**src/rtl/mxv_frame_tx_pkg.sv**
```systemverilog
// Shared definitions for the MxV response framer.
//   FRAME_SOF / FRAME_EOF : frame delimiter bytes
//   CMD_*                 : command codes echoed in the CMD byte
//   frame_tx_state_t      : framer FSM state encoding
//   frame_len()           : LEN byte for a given result count
package mxv_frame_tx_pkg;

  localparam logic [7:0] FRAME_SOF = 8'hFE;
  localparam logic [7:0] FRAME_EOF = 8'hEF;

  localparam logic [7:0] CMD_MAT_SIZE = 8'h01;
  localparam logic [7:0] CMD_MAT_DATA = 8'h02;
  localparam logic [7:0] CMD_VEC_SIZE = 8'h03;
  localparam logic [7:0] CMD_RESULT   = 8'h04;
  localparam logic [7:0] CMD_VEC      = 8'h05;

  typedef enum logic [3:0] {
    ST_IDLE,
    ST_SOF,
    ST_LEN,
    ST_CMD,
    ST_FETCH,
    ST_WAIT,
    ST_HI,
    ST_LO,
    ST_CHK,
    ST_EOF,
    ST_DONE
  } frame_tx_state_t;

  // LEN counts CMD, two bytes per result and the optional checksum byte.
  function automatic logic [7:0] frame_len(input logic [7:0] cnt, input logic chk);
    return 8'd1 + {cnt[6:0], 1'b0} + {7'd0, chk};
  endfunction

endpackage

```
**src/rtl/mxv_frame_tx_xor_acc.sv**
```systemverilog
// frame_xor_acc: 8-bit running XOR of framed bytes (checksum builds only).
//   clk, rst : clock, synchronous active-high reset
//   clr      : clear accumulator (start of a new frame)
//   en       : fold din into the accumulator
//   din      : byte to fold
//   acc      : current accumulator value
module frame_xor_acc (
  input  logic       clk,
  input  logic       rst,
  input  logic       clr,
  input  logic       en,
  input  logic [7:0] din,
  output logic [7:0] acc
);

  always_ff @(posedge clk) begin
    if (rst || clr) begin
      acc <= 8'h00;
    end else if (en) begin
      acc <= acc ^ din;
    end
  end

endmodule

```
**src/rtl/mxv_frame_tx.sv**
```systemverilog
// mxv_frame_tx: response framer for the MxV UART link.
// On start, fetches up to MAX_RES results and emits
//   FE, LEN, CMD, {res[15:8], res[7:0]} x Cnt, [CHK], EF
// Build option: define MXV_FRAME_TX_CHECKSUM_EN to insert an XOR checksum
// byte (LEN, CMD and payload) before EF.
// Ports:
//   clk, rst               clock, synchronous active-high reset
//   start, cmd, res_count  frame request (sampled in IDLE only)
//   res_rd_addr/en/data    result buffer read port, 1-cycle read latency
//   tx_data/valid/ready    byte stream to the UART transmitter
//   busy, done             frame in progress / 1-cycle completion pulse
//
// state | meaning
// IDLE  | waiting for start
// SOF   | presenting 0xFE
// LEN   | presenting LEN
// CMD   | presenting echoed command
// FETCH | buffer read issued for result idx
// WAIT  | read data arrives, latched into HI/LO
// HI    | presenting result[15:8]
// LO    | presenting result[7:0]
// CHK   | presenting checksum (checksum builds)
// EOF   | presenting 0xEF
// DONE  | raising done, dropping busy
module mxv_frame_tx
  import mxv_frame_tx_pkg::*;
#(
  parameter  int RES_W   = 16,
  parameter  int MAX_RES = 16,
  localparam int AW      = $clog2(MAX_RES)
) (
  input  logic             clk,
  input  logic             rst,
  input  logic             start,
  input  logic [7:0]       cmd,
  input  logic [AW:0]      res_count,
  output logic [AW-1:0]    res_rd_addr,
  output logic             res_rd_en,
  input  logic [RES_W-1:0] res_rd_data,
  output logic [7:0]       tx_data,
  output logic             tx_valid,
  input  logic             tx_ready,
  output logic             busy,
  output logic             done
);

  localparam logic [AW:0] MAX_CNT = MAX_RES[AW:0];

  frame_tx_state_t state;
  logic [7:0]  cmd_q;
  logic [7:0]  lo_q;
  logic [AW:0] cnt_q;
  logic [AW:0] idx;
  logic [AW:0] idx_next;
  logic [AW:0] cnt_sat;
  logic        accept;
  logic [7:0]  chk_byte;

  assign accept   = tx_valid && tx_ready;
  assign idx_next = idx + {{AW{1'b0}}, 1'b1};
  assign cnt_sat  = (res_count > MAX_CNT) ? MAX_CNT : res_count;

`ifdef MXV_FRAME_TX_CHECKSUM_EN
  localparam logic CHK_EN = 1'b1;
  logic [7:0] acc;
  logic       acc_clr;
  logic       acc_en;

  assign acc_clr = (state == ST_IDLE) && start;
  assign acc_en  = accept && (state != ST_SOF);

  frame_xor_acc u_xor_acc (
    .clk (clk),
    .rst (rst),
    .clr (acc_clr),
    .en  (acc_en),
    .din (tx_data),
    .acc (acc)
  );

  // The byte being accepted on the transition into CHK is not yet in acc.
  assign chk_byte = acc ^ tx_data;
`else
  localparam logic CHK_EN = 1'b0;
  assign chk_byte = 8'h00;
`endif

  // What follows the last payload byte (or CMD when there is no payload).
  frame_tx_state_t tail_state;
  logic [7:0]      tail_byte;
  assign tail_state = CHK_EN ? ST_CHK : ST_EOF;
  assign tail_byte  = CHK_EN ? chk_byte : FRAME_EOF;

  always_ff @(posedge clk) begin
    if (rst) begin
      state       <= ST_IDLE;
      tx_valid    <= 1'b0;
      tx_data     <= 8'h00;
      res_rd_en   <= 1'b0;
      res_rd_addr <= '0;
      busy        <= 1'b0;
      done        <= 1'b0;
      cmd_q       <= 8'h00;
      lo_q        <= 8'h00;
      cnt_q       <= '0;
      idx         <= '0;
    end else begin
      done      <= 1'b0;
      res_rd_en <= 1'b0;
      case (state)
        ST_IDLE: if (start) begin
          busy     <= 1'b1;
          cmd_q    <= cmd;
          cnt_q    <= cnt_sat;
          idx      <= '0;
          tx_data  <= FRAME_SOF;
          tx_valid <= 1'b1;
          state    <= ST_SOF;
        end
        ST_SOF: if (accept) begin
          tx_data <= frame_len(8'(cnt_q), CHK_EN);
          state   <= ST_LEN;
        end
        ST_LEN: if (accept) begin
          tx_data <= cmd_q;
          state   <= ST_CMD;
        end
        ST_CMD: if (accept) begin
          if (cnt_q != '0) begin
            tx_valid    <= 1'b0;
            res_rd_en   <= 1'b1;
            res_rd_addr <= idx[AW-1:0];
            state       <= ST_FETCH;
          end else begin
            tx_data <= tail_byte;
            state   <= tail_state;
          end
        end
        ST_FETCH: state <= ST_WAIT;
        ST_WAIT: begin
          tx_data  <= res_rd_data[15:8];
          lo_q     <= res_rd_data[7:0];
          tx_valid <= 1'b1;
          state    <= ST_HI;
        end
        ST_HI: if (accept) begin
          tx_data <= lo_q;
          state   <= ST_LO;
        end
        ST_LO: if (accept) begin
          idx <= idx_next;
          if (idx_next == cnt_q) begin
            tx_data <= tail_byte;
            state   <= tail_state;
          end else begin
            tx_valid    <= 1'b0;
            res_rd_en   <= 1'b1;
            res_rd_addr <= idx_next[AW-1:0];
            state       <= ST_FETCH;
          end
        end
        ST_CHK: if (accept) begin
          tx_data <= FRAME_EOF;
          state   <= ST_EOF;
        end
        ST_EOF: if (accept) begin
          tx_valid <= 1'b0;
          tx_data  <= 8'h00;
          state    <= ST_DONE;
        end
        ST_DONE: begin
          done  <= 1'b1;
          busy  <= 1'b0;
          state <= ST_IDLE;
        end
        default: state <= ST_IDLE;
      endcase
    end
  end

endmodule

```
**config.mk**
```make
export PLATFORM = sky130hd
export DESIGN_NAME = mxv_frame_tx
export DESIGN_NICKNAME = d
export VERILOG_FILES = /design/src/rtl/mxv_frame_tx_pkg.sv /design/src/rtl/mxv_frame_tx_xor_acc.sv /design/src/rtl/mxv_frame_tx.sv
export SDC_FILE = /design/constraint.sdc
export NUM_CORES = 1
export LEC_CHECK = 0
export CORE_MARGIN = 10
export CORE_UTILIZATION = 53
export CTS_CLUSTER_DIAMETER = 200
export DETAILED_ROUTE_END_ITERATION = 7
export DONT_BUFFER_PORTS = 1
export HOLD_SLACK_MARGIN = 0.12
export PLACE_DENSITY = 0.75
export SLEW_MARGIN = 30
export SYNTH_ARGS = -nofsm -noshare
export SYNTH_HDL_FRONTEND = slang
export SYNTH_SLANG_ARGS = --single-unit
export TNS_END_PERCENT = 5
```
**constraint.sdc**
```tcl
create_clock -name clk -period 2 [get_ports clk]
set_input_delay 0.2 -clock clk [delete_from_list [all_inputs] [get_ports clk]]
set_output_delay 0.2 -clock clk [all_outputs]
set_load 0.02 [all_outputs]
```
==> results.json, run 1 <==
{
  "rsz0062_at_grt": "yes",
  "cts_buffers": 5,
  "clk_pin_slew_ps": 90,
  "cts_tree": "built",
  "dr.pass1.iters": 5,
  "p_int_uw": 1650,
  "root_buffer": "clkbuf_8",
  "dp_hpwl_mm": 5.12,
  "drive_gt1_share_pct": 20.6,
  "critPathCaptureType": "register",
  "startpoint": "cnt_q[1]",
  "cp_top_family": "simple AND/OR/NAND/NOR gates",
  "grt_pass1_wl_mm": 11.5,
  "antenna_found_initial": 0,
  "finalCritPeriodShare_pct": 102,
  "syn-cell-area_mm2": 0.00257,
  "start_util_pct": 54.4,
  "required_ps": 2230,
  "power.leakage_uw": 0.00123,
  "path_cells": "or4_4 -> or2_4 -> a221o_1 -> a21o_1 -> buf_6 -> a211oi_2",
  "reg2reg_from": "cnt_q[1]",
  "routabilityCongestion": 0.911,
  "dieWidth_um": 89.6,
  "place_ws_ps": -72.4,
  "syn_nets": 356,
  "tightest_slew_ps": 386,
  "slew_violations": 0,
  "grt_util_met2_pct": 28.4,
  "pwr-share-clk_pct": 29.1,
  "ys_warn_count": 0,
  "synth-async-reset-ratio_pct": 0,
  "drt_wl_total_mm": 7.16,
  "instances_no_fill": 426,
  "path_depth": 6,
  "grt.total_usage_pct": 17.9,
  "busiest_layer": "met2",
  "io_buffers": 0,
  "synth_top_flop_cell": "dfxtp_1",
  "critPathMaxStageDelay_ps": 520,
  "slowest_stage": "or4_4",
  "path_buf_inv": 1,
  "reg2regPathDepth": 6,
  "fin_ws_ps": -30.4,
  "setup_viol_count_final": 7,
  "synth-edff-count": 0,
  "failed_checks": "setup timing",
  "wl_per_cell_um": 16.8,
  "drt-vias-per-instance": 5.83,
  "hold_viol": 0,
  "crit_type": "register to register",
  "layout_min_cycle_time_ps": 2030,
  "cap_violations": 0,
  "grt-ovfl-total": 0,
  "hold_path.class": "input pin to register",
  "cts-htree-levels": 2,
  "syn_to_final_growth_pct": 24.3,
  "drc": 0,
  "final_nets": 393,
  "dp_cells": 396,
  "ys_types": 52,
  "floorplan.die_area_mm2": 0.00803,
  "switching_share_pct": 31.9,
  "detail-route-antenna-nets": 0,
  "power_density_mw_per_mm2": 759,
  "synthTopCellsByArea": "dfxtp_1 36%, nand2_1 6.7%, a21oi_1 5.5%, mux2i_1 5.1%, nor2_1 4.7%",
  "synthCells": 321,
  "p_comb_share_pct": 25.4,
  "worstHoldPathCells": 2,
  "min-delay-start": "rst",
  "synth.largest_area_cell": "dfxtp_1",
  "syn_avg_cell_area_um2": 8.00,
  "drt_iter0_drc": 175,
  "seqPwrFrac_pct": 45.6,
  "grt_pass1_vias": 2384,
  "fmax_mhz": 493,
  "worstPathArrival_ps": 2260,
  "skew_ps": 5.42,
  "worstPathMaxFanout": 4,
  "clock_path_buffers": 2,
  "synth_seq_cells": 46,
  "fin_util_pct": 67.6,
  "cts_sinks": 46,
  "synth_top_area_share_pct": 35.8,
  "peakVddDrop_mv": 0.547,
  "core_mm2": 0.00472,
  "clk_latency_ps": 300,
  "ios": 49,
  "std_cell_rows": 25,
  "yosysSeqAreaShare_pct": 35.8,
  "startpoint_type": "register",
  "via_count": 2482,
  "die_h_um": 89.6,
  "power_switching_uw": 774,
  "slew_headroom_pct": 74.2,
  "grt_use_met1_pct": 22.8,
  "grt_start_max_net_pins": 40,
  "status": "finished with violations",
  "grt_use_met3_pct": 5.78,
  "diodes": 0,
  "cts_setup_buffers": 0
}
==> repair_timing <==
item,CTS,global route
gates cloned,0,0
endpoints found under the hold margin,39,0
pin swaps,1,10
hold buffers,22,0
setup endpoints to repair,9,14
gates resized for setup,8,20
==> area by class of cell <==
class / instances / area, µm²
multi-input cells: 237 / 1540
flip-flops and latches: 46 / 926
fillers: 384 / 1530
clock inverters: 3 / 43.8
repair buffers: 54 / 478
inverters: 14 / 52.6
clock buffers: 5 / 68.8
well taps: 67 / 83.8
==> stage by stage <==
| stage | instance area [µm²] | power (µW) | hold slack (ps) | setup TNS (ps) |
|---|---|---|---|---|
| final | 3190 | 2420 | 138 | -112 |
| after global routing | 3190 | 2530 | 147 | -567 |
| after CTS | 3120 | 2390 | 141 | -93.0 |
| after detailed placement | 2730 | 1610 | 278 | -202 |
| after global placement | 2730 | 1600 | 275 | 0 |
| after floorplan | 2580 | 1480 | 336 | -130 |
==> sequential cells by signal, indices dropped and copies added (netlist names) <==
register	cells
res_rd_addr	4
state	4
lo_q	8
tx_valid	1
cmd_q	8
res_rd_en	1
busy	1
tx_data	8
idx	5
cnt_q	5
done	1
==> per-layer routing <==
layer,vias up,routed length [µm]
li1,1202,-
met1,1168,3080
met2,102,3280
met3,10,677
met4,0,128
met5,-,0
==> cells by family after synthesis <==
family	Yosys count	synth area share, %
adder cells (fa/ha/maj)	2	0.974
AND/OR/NAND/NOR	128	24.4
AO/OA/AOI/OAI	86	22.3
buffers and inverters	38	8.57
multiplexers	15	5.94
flip-flops	46	35.8
XOR/XNOR	6	2.05
==> cells in the final DEF (no fill, tap or decap), types with 3 or more instances in the layout <==
cell and n:
nor2_1 32, nor3_2 5, o21ai_0 13, a221oi_1 3, nor3_1 3, a211oi_1 4
a31oi_1 4, dfxtp_2 4, a211oi_2 8, a2bb2oi_1 4, and3_1 4, dlygate4sd3_1 21
mux2i_1 12, a22oi_1 6, dfxtp_1 42, nand3_1 5, a221o_1 3, nand2_1 46
buf_4 30, a21oi_1 27, clkbuf_8 5, nand3b_1 5, nor2b_1 7, inv_1 14
==> synth_stat cells (2+ instances only) <==
| library cell | number |
|---|---|
| a211oi_1 | 12 |
| a21oi_1 | 28 |
| a221o_1 | 3 |
| a221oi_1 | 3 |
| a22oi_1 | 6 |
| a2bb2oi_1 | 4 |
| a31oi_1 | 4 |
| and2_1 | 2 |
| and2b_1 | 2 |
| and3_1 | 4 |
| buf_6 | 3 |
| clkbuf_1 | 14 |
| clkbuf_8 | 5 |
| dfxtp_1 | 46 |
| ha_1 | 2 |
| inv_1 | 14 |
| mux2_2 | 2 |
| mux2i_1 | 13 |
| nand2_1 | 46 |
| nand2b_1 | 2 |
| nand3_1 | 5 |
| nand3b_1 | 5 |
| nand4b_1 | 2 |
| nor2_1 | 32 |
| nor2b_1 | 7 |
| nor3_1 | 8 |
| nor3b_1 | 3 |
| o21ai_0 | 15 |
| or3_1 | 2 |
| xnor2_1 | 3 |
| xor2_1 | 3 |
==> power by group through the flow <==
stage	clock, µW	sequential [µW]	combinational [µW]
final	704	1100	614
after global routing	742	1120	674
after CTS	713	1110	566
after detailed placement	0	1130	487
after global placement	0	1120	475
after floorplan	0	1100	372
==> final timing paths <==
kind	end	slack, ps
setup / recovery	tx_data[3]	-30
hold / removal	tx_data[6]	140
setup reg to reg	tx_data[3]	-30
hold reg to reg	cmd_q[1]	460
(Power assumes the default switching activity.)
==> inputs of run 2 (changes only) <==
Settings changed: SLEW_MARGIN 30 to unset.
==> results of run 2 <==
No change in the layout: final DEF, timing and power equal those of run 1.
